--- src/rtl/rr_grant_scheduler_16_if.sv ---
// Handshake bundle between the 16 requesters, the shared resource and the
// round-robin grant scheduler. The master side drives requests and completion.
// The slave side (the scheduler) drives the grant outputs.
interface rr_grant_scheduler_16_if;
    logic [15:0] req;
    logic        done;
    logic [15:0] grant;
    logic [3:0]  grant_idx;
    logic        busy;
    logic        timeout;

    modport master (
        output req,
        output done,
        input  grant,
        input  grant_idx,
        input  busy,
        input  timeout
    );

    modport slave (
        input  req,
        input  done,
        output grant,
        output grant_idx,
        output busy,
        output timeout
    );
endinterface

--- src/rtl/rr_grant_scheduler_16.sv ---
// Round-robin grant scheduler for 16 requesters sharing one resource.
// The FSM has two states. IDLE picks the next requester at or above rr_ptr,
// wrapping from 15 to 0. OWN holds that grant until one of three events:
// the resource reports done, the owner drops its request, or the hold limit
// is reached. Only the hold-limit case raises a one-cycle timeout pulse.
// There is always at least one IDLE cycle between two grants.
module rr_grant_scheduler_16 #(
    parameter int MAX_HOLD = 16
) (
    input  logic               clk,
    input  logic               rst,
    rr_grant_scheduler_16_if.slave bus
);

    localparam logic [0:0] ST_IDLE = 1'b0;
    localparam logic [0:0] ST_OWN  = 1'b1;

    localparam logic [7:0] HOLD_LAST = 8'(MAX_HOLD - 1);

    logic [0:0]  state_reg;
    logic [15:0] grant_reg;
    logic [3:0]  grant_idx_reg;
    logic [7:0]  hold_cnt_reg;
    logic [3:0]  rr_ptr_reg;
    logic        timeout_reg;

    // Requests rotated so that bit 0 is the requester at rr_ptr.
    logic [15:0] req_rot;
    logic [3:0]  sel_off;
    logic        sel_found;
    logic [3:0]  sel_idx;

    logic        owner_req;
    logic        hold_hit;
    logic        release_now;

    genvar gi;
    generate
        for (gi = 0; gi < 16; gi++) begin : g_rot
            assign req_rot[gi] = bus.req[rr_ptr_reg + 4'(gi)];
        end
    endgenerate

    // Find the lowest set rotated bit, which is the first requester at or above rr_ptr.
    always_comb begin
        sel_off   = 4'd0;
        sel_found = 1'b0;
        for (int i = 15; i >= 0; i--) begin
            if (req_rot[i]) begin
                sel_off   = 4'(i);
                sel_found = 1'b1;
            end
        end
    end

    assign sel_idx     = rr_ptr_reg + sel_off;
    assign owner_req   = bus.req[grant_idx_reg];
    assign hold_hit    = (hold_cnt_reg == HOLD_LAST);
    assign release_now = bus.done || !owner_req || hold_hit;

    // State, grant, hold counter and round-robin pointer update.
    always_ff @(posedge clk or posedge rst) begin
        if (rst) begin
            state_reg     <= ST_IDLE;
            grant_reg     <= 16'h0000;
            grant_idx_reg <= 4'd0;
            hold_cnt_reg  <= 8'd0;
            rr_ptr_reg    <= 4'd0;
            timeout_reg   <= 1'b0;
        end else begin
            timeout_reg <= 1'b0;
            case (state_reg)
                ST_IDLE: begin
                    // A done seen in IDLE has no owner to apply to, so it is ignored.
                    if (sel_found) begin
                        state_reg     <= ST_OWN;
                        grant_reg     <= 16'h0001 << sel_idx;
                        grant_idx_reg <= sel_idx;
                        hold_cnt_reg  <= 8'd0;
                    end
                end
                ST_OWN: begin
                    if (release_now) begin
                        state_reg   <= ST_IDLE;
                        grant_reg   <= 16'h0000;
                        rr_ptr_reg  <= grant_idx_reg + 4'd1;
                        // Timeout only when the hold limit is the only reason to release.
                        timeout_reg <= hold_hit && !bus.done && owner_req;
                    end else if (!hold_hit) begin
                        hold_cnt_reg <= hold_cnt_reg + 8'd1;
                    end
                end
                default: begin
                    state_reg <= ST_IDLE;
                    grant_reg <= 16'h0000;
                end
            endcase
        end
    end

    assign bus.grant     = grant_reg;
    assign bus.grant_idx = grant_idx_reg;
    assign bus.busy      = |grant_reg;
    assign bus.timeout   = timeout_reg;

endmodule

--- src/flat_wrapper.sv ---
// flat-port wrapper written by rule: the top's interface ports become plain ports
module rr_grant_scheduler_16_flat 
#(
    parameter int MAX_HOLD = 16
)
  (clk, rst, bus_req, bus_done, bus_grant, bus_grant_idx, bus_busy, bus_timeout);
  rr_grant_scheduler_16_if bus_i ();
  input  logic clk;
  input  logic rst;
  input wire logic [$bits(bus_i.req)-1:0] bus_req;
  input wire logic [$bits(bus_i.done)-1:0] bus_done;
  output wire logic [$bits(bus_i.grant)-1:0] bus_grant;
  output wire logic [$bits(bus_i.grant_idx)-1:0] bus_grant_idx;
  output wire logic [$bits(bus_i.busy)-1:0] bus_busy;
  output wire logic [$bits(bus_i.timeout)-1:0] bus_timeout;
  assign bus_i.req = bus_req;
  assign bus_i.done = bus_done;
  assign bus_grant = bus_i.grant;
  assign bus_grant_idx = bus_i.grant_idx;
  assign bus_busy = bus_i.busy;
  assign bus_timeout = bus_i.timeout;
  rr_grant_scheduler_16 #(.MAX_HOLD(MAX_HOLD)) u_core (.clk(clk), .rst(rst), .bus(bus_i));
endmodule
--- config.mk ---
export PLATFORM = sky130hd
export DESIGN_NAME = rr_grant_scheduler_16_flat
export DESIGN_NICKNAME = d
export VERILOG_FILES = /design/src/rtl/rr_grant_scheduler_16_if.sv /design/src/rtl/rr_grant_scheduler_16.sv /design/src/flat_wrapper.sv
export SDC_FILE = /design/constraint.sdc
export NUM_CORES = 1
export LEC_CHECK = 0
export ABC_AREA = 1
export CAP_MARGIN = 20
export CORE_UTILIZATION = 60
export CTS_CLUSTER_DIAMETER = 150
export CTS_CLUSTER_SIZE = 20
export DETAILED_ROUTE_END_ITERATION = 7
export PLACE_DENSITY = 0.94
export SYNTH_ARGS = -nofsm -noshare
export SYNTH_HDL_FRONTEND = slang
export SYNTH_SLANG_ARGS = --single-unit
export TNS_END_PERCENT = 10
--- constraint.sdc ---
create_clock -name clk -period 9 [get_ports clk]
set_clock_uncertainty 0.05 [all_clocks]
set_input_delay 2.7 -clock clk [delete_from_list [all_inputs] [get_ports clk]]
set_output_delay 2.7 -clock clk [all_outputs]
set_load 0.005 [all_outputs]
# ---- Word level (Yosys, flattened, before mapping)
# Index checks and enable logic that the tools add are counted.
# Widths: inputs -> output; s select.
dict set report totals {
  regBits 34
  latch_bits 0
  mem_bits_rw 0
  mem_bits_ro 0
  in_bits 19
  n_memories 0
}
dict set report classes {
  n_addsub 18
  multipliers 0
  div_mod_pow 0
  order_cmp 17
  n_eq_ne 5
  shifts 1
  mux 78
  n_bitwise 1
  reduce_logical 11
}
# cell count
set ops {}
lappend ops {{$lt 4x5->1 const B} 17}
lappend ops {{$bmux 1 s4} 17}
lappend ops {{$mux 4} 16}
lappend ops {{$mux 1} 37}
lappend ops {{$add 4x4->4 const B} 8}
lappend ops {{$mux 16} 2}
lappend ops {{$pmux 16 s2} 1}
lappend ops {{$mux 8} 3}
lappend ops {{$add 4x3->4 const B} 4}
lappend ops {{$pmux 8 s2} 1}
lappend ops {{$reduce_or 16->1} 1}
lappend ops {{$shl 1x4->16 const A} 1}
lappend ops {{$add 4x1->4 const B} 2}
lappend ops {{$add 4x2->4 const B} 2}
lappend ops {{$add 8x1->8 const B} 1}
lappend ops {{$eq 8x4->1 const B} 1}
lappend ops {{$ne 2x2->1 const B} 3}
lappend ops {{$reduce_and 2->1} 3}
lappend ops {{$add 4x4->4} 1}
lappend ops {{$reduce_and 3->1} 1}
lappend ops {{$logic_and 1x1->1} 2}
lappend ops {{$logic_not 1->1} 2}
lappend ops {{$logic_or 1x1->1} 2}
lappend ops {{$ne 2x1->1 const B} 1}
lappend ops {{other kinds (2)} 2}

# ---- Depth between registers and ports, before layout
dict set report depth {
  depth_word 23
  ltp_mapped 34
  depth_no_buf 33
}

# ---- Least setup slack after synthesis
# No wires, ideal clock.
dict set report synth_timing {
  path_kind {input to register}
  from {input port bus_req[4]}
  to {register u_core.grant_idx_reg[3], in the netlist u_core.bus.grant_idx[3]}
  setup_ns 0.124
  t_arrival_ns 4.935
  t_required_ns 8.826
  slack_ns 3.891
  stages 26
  path_buffers 0
  cell_sequence {nand2_1 nand3_1 nand3_1 nand2_1 o21ai_0 nand2_1 nand2_1 nand2_1 nand2_1 nand2_1 nand2_1 nand2_1 nand2_1 nand2_1 nand2_1 nand2_1 nand2_1 a21oi_1 ha_1 a21o_1 a21oi_1 xor2_1 nand2_1 nand2_8 nor2_4 o21bai_1}
}
dict set report synth_via {
  elab_chain_cells 19
  word_cells_on_any_way 66
  cone_classes {add/sub (1); mux (64); reduce/logical (1)}
}
# element line
set synth_lines {}
lappend synth_lines {{start, declared} flat_wrapper.sv:10} ;# input wire logic [$bits(bus_i.req)-1:0] bus_req;
lappend synth_lines {{$bmux 1 s4} rr_grant_scheduler_16.sv:40} ;# assign req_rot[gi] = bus.req[rr_ptr_reg + 4'(gi)];
lappend synth_lines {{$mux 1 (not written as such)} rr_grant_scheduler_16.sv:40}
lappend synth_lines {{$mux 4 / $mux 1 (equally long branches) (16 in series)} rr_grant_scheduler_16.sv:49} ;# if (req_rot[i]) begin
lappend synth_lines {{$add 4x4->4 / $reduce_and 2->1 (equally long branches)} n/a}
lappend synth_lines {{end signal, assigned} rr_grant_scheduler_16.sv:78} ;# grant_idx_reg <= sel_idx;
lappend synth_lines {{end, declared} rr_grant_scheduler_16.sv:22} ;# logic [3:0] grant_idx_reg;
# Several ways; a longest one is shown, not always the timed one. The select of a mux whose other input is x is not followed.
# A chain may end at the register's enable or synchronous reset.

# ---- Final worst setup path
dict set report layout_timing {
  from {input port bus_req[0]}
  to {register u_core.grant_reg[5], in the netlist u_core.bus.grant[5]}
}
dict set report layout_via {
  elab_chain_cells 22
  word_cells_on_any_way 76
  cone_classes {add/sub (1); eq/ne (2); shift (1); mux (68); reduce/logical (4)}
}
# element line
set layout_lines {}
lappend layout_lines {{$bmux 1 s4} rr_grant_scheduler_16.sv:40}
lappend layout_lines {{$mux 1 (not written as such)} rr_grant_scheduler_16.sv:40}
lappend layout_lines {{$mux 4 (16 in series)} rr_grant_scheduler_16.sv:49}
lappend layout_lines {{$add 4x4->4} rr_grant_scheduler_16.sv:56} ;# assign sel_idx = rr_ptr_reg + sel_off;
lappend layout_lines {{$shl 1x4->16} rr_grant_scheduler_16.sv:77} ;# grant_reg <= 16'h0001 << sel_idx;
lappend layout_lines {{$mux 16} rr_grant_scheduler_16.sv:75} ;# if (sel_found) begin
lappend layout_lines {{$pmux 16 s2} rr_grant_scheduler_16.sv:72} ;# case (state_reg)
lappend layout_lines {{end signal, assigned} rr_grant_scheduler_16.sv:77}
lappend layout_lines {{end, declared} rr_grant_scheduler_16.sv:21} ;# logic [15:0] grant_reg;
# Several ways; a longest one is shown, not always the timed one. The select of a mux whose other input is x is not followed.

==> implementation parameters <==
Parameter                              Value

Critical path
  Worst-path fanout max    6
  Endpoint of the worst-slack reg-to-reg timing path    u_core.bus.grant[5]$_DFFE_PP0P_
  Reg2Reg Depth    29
  R2R setup slack    4.53 ns
  Required time reported for the critical path endpoint    9.17 ns
  Worst Setup Start Kind    input port
  Worst r2r src    u_core.rr_ptr_reg[1]$_DFFE_PP0P_
  Crit path arrival time    6.02 ns
  Critical Path Sink Type    flip-flop
  Setup Crit Path Kind    input port to flip-flop

Detailed routing
  Average wire per standard cell    approximately 15 um
  Number of DRC violations after detailed routing    0
  Iteration-0 DRC Markers    344
  Vias    approximately 3200
  Final ANT Viol Nets    0
  Detailed Route WL    8490 um
  First drt pass iteration count    5
  Vias per cell    between 5 and 6

CTS
  Latest clock arrival within the worst-skew pair    0.29 ns
  Number of sinks driven by the clock tree    34
  H-tree Lvls    2
  Number of instances resized during post-cts repair    0
  Total clock buffers created by CTS    5
  Root Buffer Master    clkbuf_8
  Number of post-CTS setup repair buffers    0
  Register clock-pin slew on the reported worst setup and hold paths    0.07 ns
  Number of buffers on the longest clock path    2
  TritonCTS clock tree    done
  Quantity of hold-fixing buffers added after cts    0

STA
  Final setup fails    0
  Unrepaired setup endpoints after global routing    no
  Part of the cycle the worst path needs    roughly two thirds
  Normalized max-slew margin    between 60 and 70%
  Count of pins over their slew limit    0
  Final setup TNS    0 ns
  Final-layout worst hold slack    about 0.48 ns
  Final count of hold timing violations    0
  Highest attainable clock frequency    171 MHz
  Time the final worst path needs with I/O delays and setup    5.86 ns
  Least-Margin Pin Slew    about 0.6 ns

Yosys
  Post-synth design cell area    approximately 3000 um2
  Most used DFF post-synth    dfrtp_1
  Average cell area after synthesis    6.81 um2
  Mapped Nets    474
  EDFF count, synth    0
  Cell count after synthesis    ~440
  Number of register bits inferred by synthesis    34
  Most area-consuming cells after synthesis    dfrtp_1 28%, nand2_1 15%, nand3_1 13%
  Ys async rst share    100%
  Area share of the leading cell type in the synthesized netlist    about 28%
  Yosys top cell by area    dfrtp_1
  Sequential element share of the synthesized area    roughly 28%
  Synthesis Warnings    0
  Synth unique cells    42

Min path
  Hold path endpoint    u_core.bus.grant[1]$_DFFE_PP0P_
  Source of the worst hold timing path    u_core.bus.grant[1]$_DFFE_PP0P_
  Hold Crit Class    flip-flop to flip-flop
  Hold path cells    2

Run
  MaxCap Viol Count    0

Final layout
  Antenna Diode Count    0
  Share of post-route cells with drive strength above 1    7.48%
  Area taken by multi-input logic gates    1900 um2
  Final net count    512
  Synthesis-to-finish area growth    16.8%
  Count of filler cells inserted in the layout    366
  Number of flip-flops in the largest register    16
  Top library cells by usage in the layout, fill and taps aside    118 x nand2_1, 77 x nand3_1, 40 x inv_1, 40 x clkdlybuf4s50_1, 34 x dfrtp_1
  Sequential cell area in the final layout    851 um2
  Most common cell after layout, fill and taps aside    nand2_1

Global routing
  Initial antenna violation count    0
  First-pass GRT wire length    14000 um
  Via count of the first global-routing pass    3057
  Final global-route overflow total    0
  Maximum number of pins on one net before global-route repair    35
  Total global routing track utilization    about a third

Die
  Die area    roughly 5300 um2
  Floorplan row count    25
  Width of the chip    72.8 um
  Boundary Pins    41
  Floorplan die height    72.8 um
  Core Region    4790 um2
  Effective utilization at floorplan    between 60 and 70%

Place
  Final Wtd Congestion    0.902
  Port-buffer cells    40
  Placed wire-length estimate    6330 um

Status
  Run status    finished clean
layer usage:
metal / track usage (%) / wire length, um
met5: 0 / 0
met4: 15.3 / 253
met3: 4.01 / 483
met2: 62.4 / 4360
met1: 41.0 / 3390
cells by family after synthesis:
| group | synth area share, % |
|---|---|
| AO/OA/AOI/OAI | 14.0 |
| AND/OR/NAND/NOR | 39.0 |
| XOR/XNOR | 4.53 |
| buffers and inverters | 8.77 |
| adder cells (fa/ha/maj) | 5.40 |
| flip-flops | 28.3 |
metrics by stage:
stage                     utilization (%)  cell area, um2  setup WS [ns]  instances
after global placement               71.6            3420           2.97        540
after global routing                 73.5            3520           2.79        548
after detailed placement             71.6            3420           2.90        540
after floorplan                         -            3010           3.89        442
final                                73.5            3520           3.14        548
after CTS                            73.5            3520           3.21        548
worst max path at each step:
stage	slack, ns	from	depth (start not counted)	endpoint
floorplan	3.89	bus_req[4]	26	u_core.bus.grant_idx[3]$_DFFE_PP0P_
global placement	2.97	bus_req[0]	29	u_core.bus.grant[2]$_DFFE_PP0P_
detailed placement	2.90	bus_req[0]	28	u_core.bus.grant[7]$_DFFE_PP0P_
CTS	3.21	bus_req[0]	20	u_core.bus.grant_idx[3]$_DFFE_PP0P_
global route	2.79	bus_req[15]	19	u_core.bus.grant[5]$_DFFE_PP0P_
finish	3.14	bus_req[0]	28	u_core.bus.grant[5]$_DFFE_PP0P_
cell type report:
class / count / area share (%)
multi-input cells: 350 / 53.9
flip-flops and latches: 34 / 24.2
repair buffers: 42 / 11.8
inverters: 47 / 5.09
clock buffers: 7 / 2.46
well taps: 67 / 2.38
clock inverters: 1 / 0.142
cell usage after synthesis, types with 2 or more instances:
cell / instances
dfrtp_1: 34
buf_6: 3
o21a_1: 5
xnor2_1: 2
nand2_2: 5
o21bai_1: 2
inv_1: 40
a31oi_1: 3
xor2_1: 8
o21ai_0: 22
o221ai_1: 3
ha_1: 13
and2_1: 2
a21o_1: 2
nor2_4: 5
nand3_1: 77
inv_2: 6
buf_4: 5
buf_2: 2
a21oi_1: 17
nand4_1: 4
xor2_2: 2
nor2_1: 22
nor4_1: 10
o21ai_1: 14
nand2_1: 118
critical path: stages:
cell,delay [ns]
clkdlybuf4s50_1,0.55
nand2_1,0.11
nand3_1,0.13
nand3_1,0.09
nand2_1,0.10
nand2_1,0.07
nand2_1,0.09
nand2_1,0.07
nand2_1,0.06
nand2_1,0.05
nand2_1,0.06
nand2_1,0.04
nand2_1,0.05
nand2_1,0.04
nand2_1,0.05
nand2_1,0.04
nand2_1,0.05
nand2_1,0.04
nand2_1,0.05
nand2_1,0.04
a21oi_1,0.17
ha_1,0.19
a21o_1,0.15
xor2_1,0.41
inv_1,0.16
nor2_4,0.16
nand3_1,0.12
o21ai_1,0.16
Power is left out: the tool's default activity adds up to more than one toggle a clock period on the data nets, which glitch-free logic cannot reach.
